$ cat src/rtl/sensor_uart_sched.sv
// rtl/sensor_uart_sched.sv - round-robin sensor packet scheduler feeding an 8N1 UART TX
// Grants one channel at a time and frames its sample as SYNC, channel, hi, lo, xor.
module sensor_uart_sched #(
  parameter int         N_CH = 4,
  parameter logic [7:0] SYNC = 8'hA5
) (
  input  logic                 clk,
  input  logic                 rst_n,
  input  logic [N_CH-1:0]      i_req,
  input  logic [16*N_CH-1:0]   i_sample,
  output logic [N_CH-1:0]      o_ack,
  output logic                 o_tx_start,
  output logic [7:0]           o_tx_data,
  input  logic                 i_tx_busy,
  output logic                 o_pkt_active,
  output logic [15:0]          o_pkt_count
);

  localparam int IW = (N_CH > 1) ? $clog2(N_CH) : 1;

  typedef enum logic [1:0] {S_IDLE, S_SEND, S_WAIT_HI, S_WAIT_LO} state_t;

  state_t          r_state;
  logic [IW-1:0]   r_last;
  logic [IW-1:0]   r_ch;
  logic [15:0]     r_sample;
  logic [2:0]      r_idx;
  logic [N_CH-1:0] r_ack;
  logic            r_tx_start;
  logic [7:0]      r_tx_data;
  logic            r_pkt_active;
  logic [15:0]     r_pkt_count;

  logic            w_gnt_vld;
  logic [IW-1:0]   w_gnt_idx;
  logic [IW-1:0]   w_cand;
  logic [15:0]     w_gnt_sample;
  logic [7:0]      w_ch_byte;
  logic [7:0]      w_byte;

  // Walk offsets from farthest to nearest so the channel right after r_last wins.
  always_comb begin
    w_gnt_vld = 1'b0;
    w_gnt_idx = '0;
    w_cand    = '0;
    for (int off = N_CH; off >= 1; off--) begin
      w_cand = IW'((int'(r_last) + off) % N_CH);
      if (i_req[w_cand]) begin
        w_gnt_vld = 1'b1;
        w_gnt_idx = w_cand;
      end
    end
  end

  always_comb begin
    w_gnt_sample = '0;
    for (int k = 0; k < N_CH; k++) begin
      if (w_gnt_idx == IW'(k)) w_gnt_sample = i_sample[16*k +: 16];
    end
  end

  assign w_ch_byte = 8'(r_ch);

  always_comb begin
    case (r_idx)
      3'd0:    w_byte = SYNC;
      3'd1:    w_byte = w_ch_byte;
      3'd2:    w_byte = r_sample[15:8];
      3'd3:    w_byte = r_sample[7:0];
      default: w_byte = SYNC ^ w_ch_byte ^ r_sample[15:8] ^ r_sample[7:0];
    endcase
  end

  always_ff @(posedge clk or negedge rst_n) begin
    if (!rst_n) begin
      r_state      <= S_IDLE;
      r_last       <= IW'(N_CH - 1);
      r_ch         <= '0;
      r_sample     <= '0;
      r_idx        <= '0;
      r_ack        <= '0;
      r_tx_start   <= 1'b0;
      r_tx_data    <= 8'h00;
      r_pkt_active <= 1'b0;
      r_pkt_count  <= 16'h0000;
    end else begin
      r_ack      <= '0;
      r_tx_start <= 1'b0;
      case (r_state)
        S_IDLE: begin
          if (w_gnt_vld) begin
            r_ack[w_gnt_idx] <= 1'b1;
            r_last           <= w_gnt_idx;
            r_ch             <= w_gnt_idx;
            r_sample         <= w_gnt_sample;
            r_idx            <= 3'd0;
            r_pkt_active     <= 1'b1;
            r_state          <= S_SEND;
          end
        end
        S_SEND: begin
          if (!i_tx_busy) begin
            r_tx_start <= 1'b1;
            r_tx_data  <= w_byte;
            r_state    <= S_WAIT_HI;
          end
        end
        S_WAIT_HI: begin
          if (i_tx_busy) r_state <= S_WAIT_LO;
        end
        S_WAIT_LO: begin
          if (!i_tx_busy) begin
            if (r_idx == 3'd4) begin
              r_pkt_count  <= r_pkt_count + 16'd1;
              r_pkt_active <= 1'b0;
              r_state      <= S_IDLE;
            end else begin
              r_idx   <= r_idx + 3'd1;
              r_state <= S_SEND;
            end
          end
        end
        default: r_state <= S_IDLE;
      endcase
    end
  end

  assign o_ack        = r_ack;
  assign o_tx_start   = r_tx_start;
  assign o_tx_data    = r_tx_data;
  assign o_pkt_active = r_pkt_active;
  assign o_pkt_count  = r_pkt_count;

endmodule

$ cat config.mk
export PLATFORM = sky130hd
export DESIGN_NAME = sensor_uart_sched
export DESIGN_NICKNAME = d
export VERILOG_FILES = /design/src/rtl/sensor_uart_sched.sv
export SDC_FILE = /design/constraint.sdc
export NUM_CORES = 1
export LEC_CHECK = 0
export CORE_ASPECT_RATIO = 1.25
export CORE_UTILIZATION = 45
export DETAILED_ROUTE_END_ITERATION = 6
export PLACE_DENSITY_LB_ADDON = 0.2
export SYNTH_ARGS = -nofsm -noshare
export SYNTH_HDL_FRONTEND = slang
export SYNTH_SLANG_ARGS = --single-unit
export TNS_END_PERCENT = 1
$ cat constraint.sdc
create_clock -name clk -period 2.1 [get_ports clk]
set_input_delay 0.42 -clock clk [delete_from_list [all_inputs] [get_ports clk]]
set_output_delay 0.42 -clock clk [all_outputs]
set_load 0.05 [all_outputs]
Yosys cells after proc, flatten, opt, wreduce, memory -nomap -nowiden
Cells that the tools add are included.

$add $sub $neg: 6. Order comparisons: 6. Equal/unequal tests: 16. Muxes and demuxes: 41. Bitwise gates (word level): 4. Reduce and logical (&&, ||, !) cells: 11.

Operator list (number): two-way mux 16 bit (4); case mux 8 bit (4 select lines) (1); adder 16 x 1 -> 16 bit (second input constant) (1); two-way mux 2 bit (8); bitwise XOR 8 bit (2); less-than comparator 2 x 3 -> 1 bit (second input constant) (5); two-way mux 1 bit (15); inequality test 2 bit (second input constant) (6); AND reduction 4 bit (3); two-way mux 3 bit (3); binary-select mux 1 bit (select 2 bit) (4); equality test 2 bit (second input constant) (4); two-way mux 4 bit (2); case mux 2 bit (4 select lines) (1); equality test 3 x 2 -> 1 bit (second input constant) (2); case mux 3 bit (2 select lines) (1); adder 2 x 1 -> 2 bit (second input constant) (2); adder 2 bit (second input constant) (2); equality test 2 x 1 -> 1 bit (second input constant) (2); logical NOT 2 bit (2); inverter 1 -> 4 bit (1); AND reduction 2 bit (2); adder 3 x 1 -> 3 bit (second input constant) (1); equality test 3 x 1 -> 1 bit (second input constant) (1); other kinds (9) (9).

Register bits: 55. Bits of input ports: 71. Output and inout bits: 30. Word-level logic and storage cells: 94.

Longest topological paths before layout
Depth after elaboration: 13. Gate-level depth with buffers: 8. Mapped depth without buffers: 7.

Worst setup path before layout
No wires, ideal clock.

Kind: register to register. From: register r_idx[0]. To: register r_pkt_count[11], in the netlist o_pkt_count[11]. Setup time: 0.141 ns. Arrival: 1.748 ns. Required time: 1.959 ns. Setup slack: 0.211 ns. Stages on the path, launching flop included: 9. Buffers on the path: 1. Period minus slack after synthesis: 1.889 ns. Cell sequence: dfrtp_1 > inv_1 > ha_1 > and4b_1 > buf_2 > nand4_1 > nor2_1 > nand3_1 > xnor2_1.

Word-level cells in the longest chain between the ends: 2.

Ends and longest elaborated chain: start: declaration (line 27) `logic [2:0] r_idx;`; start signal: assignment (line 118) `r_idx <= r_idx + 3'd1;`; equality test 3 bit (line 113) `if (r_idx == 3'd4) begin`; AND reduction 3 bit (no source line); end signal: assignment (line 114) `r_pkt_count <= r_pkt_count + 16'd1;`; end: declaration (line 32) `logic [15:0] r_pkt_count;`.

No other way between the ends. A chain may end at the register's enable or synchronous reset.

Worst setup path after layout
From: register r_pkt_count[9], in the netlist o_pkt_count[9]. To: output o_pkt_count[9].

RTL lines: end: declaration (line 16) `output logic [15:0] o_pkt_count`.

No word-level cell between the ends.

==> reports/results.tsv <==
stage	metric	value	unit
outcome	status	finished, final reports clean	
timing	drv_slew	0	
power	p_per_area	1220	mW/mm²
critical_path	max_stage_delay	0.83	ns
power	p_sw_frac	0.435	
timing	hold_viol	0	
place	dp_hpwl	5390	µm
critical_path	cp.depth	1	
yosys	ys.flop_type	dfrtp_1	
timing	period_share	0.957	
timing	max_freq	0.498	GHz
yosys	synth_warnings	0	
place	dp_slack	-0.175	ns
route	wl	6920	µm
timing	setup_viol	0	
finish	mostFrequentLayoutCells	clkdlybuf4s50_1, dfrtp_1, nand2_1	
power	p_leak	0.00207	µW
cts	h-tree-depth	2	
power	internal-power	3150	µW
finish	nNetsFinal	508	
critical_path	worstSetupPathType	reg -> out	
timing	worst_slack	0.0913	ns
critical_path	worstPathRequired	1.68	ns
place	port_buffers	100	
cts	clockBufferDepth	2	
global_route	grt_overflow_total	0	
cts	clock_sinks	55	
route	ant_nets	0	
critical_path	cp.arrival	1.59	ns
cts	root_buffer	clkbuf_8	
job	maxCapViolations	0	
timing	setup_tns	0	ns
cts	cts_tree	yes	
yosys	synth_edf_count	0	
place	place_congestion	0.830	
power	power_frac_comb	0.576	
yosys	synth_seq_cells	55	
timing	worstMarginPinSlew	0.523	ns
yosys	synth_nets	395	
yosys	netlist_instances	313	
critical_path	crit_slowest_cell	clkdlybuf4s50_1	
floorplanning	fp.dieH	97.4	µm
cts	worstSkewPairLatency	0.32	ns
finish	layoutNonFillerInstCount	517	
cts	hold_buffers	0	
cts	cts_buffers	5	
critical_path	crit_path_end_kind	primary output	
route	via_count	2721	
floorplanning	dieArea	0.00763	mm²
finish	drive_gt1_frac	0.171	
global_route	antenna_found_initial	0	
global_route	grt_start_max_net_pins	36	
floorplanning	fp.dieW	78.3	µm
cts	worst_setup_hold_path_clk_slew	0.11	ns
route	wl_per_cell	13.4	µm
route	drt_iter0_markers	133	
timing	rsz0062_at_grt	no	
finish	area_growth	39.7	%
critical_path	crit_buf_inv	1	
yosys	synthArstFlopShare	1.00	
route	drc	0	
critical_path	crit_path_end	o_pkt_count[9]	
route	vias_per_cell	5.26	
route	drt_first_pass_iters	4	
yosys	synth.distinct_cells	46	
yosys	avgSynthCellArea	10.5	µm²
timing	whs	0.0591	ns
global_route	grt_pass1_vias	2800	
timing	slew_headroom	0.650	
timing	fin_skew	0.0175	ns
power	p_clk_frac	0.112	
floorplanning	core	0.00702	mm²
global_route	grt_usage	0.201	
critical_path	crit_fanout	5	
critical_path	ff2ff_path_depth	7	
finish	final_common_cell	clkdlybuf4s50_1	
critical_path	worstSetupStartpointType	flop	
floorplanning	start_util	0.467	
power	seqPwrFrac	0.312	
critical_path	r2r_setup_slack	0.12	ns
yosys	synth_seq_area_share	0.421	
yosys	synth.cell_area	0.00328	mm²
timing	fin_crit	2.01	ns
place	dp.cells	509	
critical_path	cpLargestDelayFamily	buffers and inverters	
critical_path	worstSetupStartpoint	o_pkt_count[9]	
global_route	grt_pass1_wl	12300	µm
floorplanning	pin_count	101	
critical_path	path_cells	clkdlybuf4s50_1	
worst_hold_path	worstHoldPathType	in -> async	
power	switchingPower	2420	µW
critical_path	r2r-start	r_idx[1]	
power	peakVddDrop	640	µV
finish	diodes	0	
critical_path	reg2reg_to	o_tx_data[7]	
floorplanning	rows	34	
## stage by stage
stage               total power, µW   util  area (µm²)
global placement               4880  0.638        4480
finish                         5570  0.652        4580
global route                   5980  0.652        4580
CTS                            5620  0.652        4580
detailed placement             4970  0.638        4480
floorplan                      4100      -        3280
## worst min path at each step
stage	startpoint	end	slack (ns)	cells after the start
after floorplan	rst_n	o_ack[0]	0.12	0
after global placement	rst_n	r_state[0]	0.42	1
after detailed placement	rst_n	r_state[0]	0.43	1
after CTS	rst_n	r_sample[13]	0.08	1
after global routing	rst_n	o_ack[3]	0.11	1
final	rst_n	o_ack[3]	0.06	1
## cell type report
type | count | area [µm²]
Clock inverter | 3 | 27.5
Inverter | 11 | 41.3
Timing Repair Buffer | 120 | 1200
Multi-Input combinational cell | 233 | 1750
Fill cell | 601 | 2440
Sequential cell | 55 | 1380
Clock buffer | 5 | 68.8
Tap cell | 90 | 113
## sequential cells by signal, indices dropped and copies added, names as in the netlist
name	cells
o_pkt_active	1
o_pkt_count	16
r_ch	2
r_last	2
o_ack	4
r_state	2
o_tx_start	1
o_tx_data	8
r_sample	16
r_idx	3
## routing by layer
layer / share of wire / global-route usage
met2: 0.50 / 0.350
met3: 0.050 / 0.0347
met1: 0.42 / 0.244
met4: 0.023 / 0.0769
met5: 0 / 0
## power groups by stage
stage               Sequential, µW  Combinational [µW]  Clock [µW]
floorplan                     2100                2000           0
global placement              1740                3140           0
global route                  1790                3510         679
detailed placement            1760                3210           0
CTS                           1740                3230         642
finish                        1740                3210         626
## cell usage after synthesis (2+ instances only)
master | instances | area share
mux2_2 | 17 | 0.058
nand2b_1 | 4 | 0.0076
nor3_1 | 9 | 0.014
ha_1 | 11 | 0.042
nand3_1 | 6 | 0.0092
xnor2_1 | 12 | 0.032
o21ai_2 | 16 | 0.043
nand4_1 | 2 | 0.0038
mux2i_1 | 32 | 0.098
o21bai_1 | 4 | 0.0092
o21ai_0 | 8 | 0.012
nand2_1 | 33 | 0.038
a31oi_1 | 5 | 0.0095
a22oi_1 | 3 | 0.0069
o31ai_1 | 2 | 0.0046
buf_12 | 3 | 0.018
and2_1 | 2 | 0.0038
nor2_1 | 17 | 0.019
dfrtp_1 | 53 | 0.40
a221oi_1 | 5 | 0.013
and3_1 | 4 | 0.0076
clkbuf_1 | 4 | 0.0046
a21oi_1 | 8 | 0.012
mux2_4 | 3 | 0.014
a21o_1 | 6 | 0.014
dfstp_2 | 2 | 0.016
o21ai_1 | 5 | 0.0076
nor3b_1 | 3 | 0.0069
buf_2 | 5 | 0.0076
inv_1 | 9 | 0.010
xor2_1 | 5 | 0.013
## worst register-to-register path, delay by kind of cell, from the launching register on
family / cells / cell delay, ns
compound gates: 4 / 0.90
fa+ha+maj: 1 / 0.29
flops: 1 / 0.42
buf+inv: 1 / 0.11
simple gates: 1 / 0.13
## cells by family after synthesis
family	count (synthesis)	share of synthesized area
muxes	52	0.170
xor gates and xnor gates	17	0.0454
and+or+nand+nor	85	0.124
adders and majority gates	11	0.0420
buffers and inverters	25	0.0489
DFF	55	0.421
AOI/OAI and AO/OA	68	0.149
## what timing repair did
action | in CTS | in global routing
resized for setup | 1 | 1
setup buffers | 0 | 0
pin swaps | 0 | 0
endpoints found under the setup margin | 1 | 1
Note: power is estimated with default switching activity, not from simulation.
==> RTL change, RTL diff (same settings) <==
The parameter `N_CH` goes from 4 to 2.
--- a/src/rtl/sensor_uart_sched.sv
+++ b/src/rtl/sensor_uart_sched.sv
@@ -1,7 +1,7 @@
 // rtl/sensor_uart_sched.sv - round-robin sensor packet scheduler feeding an 8N1 UART TX
 // Grants one channel at a time and frames its sample as SYNC, channel, hi, lo, xor.
 module sensor_uart_sched #(
-  parameter int         N_CH = 4,
+  parameter int         N_CH = 2,
   parameter logic [7:0] SYNC = 8'hA5
 ) (
   input  logic                 clk,
Ports: changed (resized i_req, i_sample and o_ack); port bits go from 101 to 65. No check against the original RTL was run, so the function may have changed too.
==> RTL change against the unedited design <==
  * Routed wire length decreased by 20%
  * Clock skew decreased by 13 ps
  * Non-clock buffer count decreased by 46
  * Sequential cell count decreased by 4
  * Combinational power decreased by 34%
  * Final area decreased by 25%
  * Via count decreased by 25%
  * Utilization decreased by 1.9 points
  * Die area decreased by 22%
  * Cell count decreased by 27%
  * Area after synthesis decreased by 22%
  * Power decreased by 21%
  * Critical path depth unchanged
  * Worst setup slack improved by 1.3 ps
  * Highest routed layer unchanged
==> RTL change: results (changes against the unedited design) <==
Slew @ Worst Pin 643.2 ps (+120.0 ps); Synth top cells by count dfrtp_1, inv_1, xnor2_1, nand2_1, nor2_1; Reg2Reg Setup Slack 240 ps (+120 ps); XOR/XNOR Fraction of Synth Area 6.866% (+2.3 points); Placed Cells 367 (-28%); share of cells above drive strength 1 9.968% (-7.1 points); Worst Skew 4.465 ps (-13.06 ps); first-pass GRT wire length 9501 um (-23%); Setup WS pre-CTS 50.24 ps (+225.1 ps); VDD IR max 650.8 uV (+1.6%); Skew-Pair Late Insertion Delay 300 ps (-20 ps); Worst Hold Slack 206.2 ps (+147.1 ps); Final nets 358 (-30%); reg2reg end o_pkt_count[13]; P_leak 1.541 nW (-26%); sequential share of the synthesized area 50.07% (+8.0 points); vias in the first global route 1989 (-29%); status completed; gpl congestion 0.7397 (-11%); GRT Total Usage 19.79% (-0.31 points); routed len/inst 14.73 um (+10%); port bufs 64 (-36%); Adder-Cell Fraction of Synth Area 5.395% (+1.2 points); path depth of the worst reg2reg path 6 (-1); unique cell type count in the Yosys netlist 43 (-6.5%); placed inst area 0.003322 sq mm (-26%); RR Startpoint r_idx[0]; mux share of post-synthesis cell area 2.011% (-15 points); post-DP HPWL 4125 um (-23%)
-- RTL change: worst reg2reg max path, stage by stage, from the launching register on --
cell	delay (ps)
dfrtp_1	410
inv_1	130
ha_1	350
nand4b_4	200
nor3_2	370
nand4_1	160
xnor2_1	140
-- RTL change: worst max path at each step --
| stage | slack (ps) | from | cells past startpoint | to |
|---|---|---|---|---|
| finish | 90 | o_pkt_count[3] | 1 | o_pkt_count[3] |
| global route | 60 | o_pkt_count[6] | 1 | o_pkt_count[6] |
| CTS | 80 | o_pkt_count[6] | 1 | o_pkt_count[6] |
| detailed placement | 50 | i_tx_busy | 5 | o_pkt_count[8] |
| global placement | 70 | i_tx_busy | 5 | o_pkt_count[8] |
| floorplan | 360 | r_idx[2] | 8 | o_tx_data[0] |
-- RTL change: routing by layer --
metal / share of wire [%] / global-route usage, %
met1: 43 / 24.14
met2: 52 / 35.39
met3: 3.9 / 3.721
met4: 1.3 / 6.308
met5: 0 / 0
-- RTL change: report_power, final --
group	internal, mW	switching (mW)	total (mW)
sequential	1.31	0.281	1.59
combinational	0.920	1.19	2.11
clock	0.386	0.321	0.707
total	2.62	1.79	4.40
-- RTL change: cells by family after synthesis --
kind of cell / count (synthesis)
and+or+nand+nor: 65
AOI/OAI and AO/OA: 55
DFF: 51
buffers and inverters: 32
xor gates and xnor gates: 20
adders and majority gates: 11
muxes: 5
-- RTL change: final cells by class --
| cell class | instances | area, sq um | share of cell area [%] |
|---|---|---|---|
| sequential | 51 | 1277 | 37.03 |
| clock buffer | 6 | 82.58 | 2.394 |
| timing repair buffer | 74 | 735.7 | 21.33 |
| inverter | 22 | 82.58 | 2.394 |
| clock inverter | 2 | 35.03 | 1.016 |
| multi-input combinational | 156 | 1156 | 33.51 |
| tap | 64 | 80.08 | 2.321 |
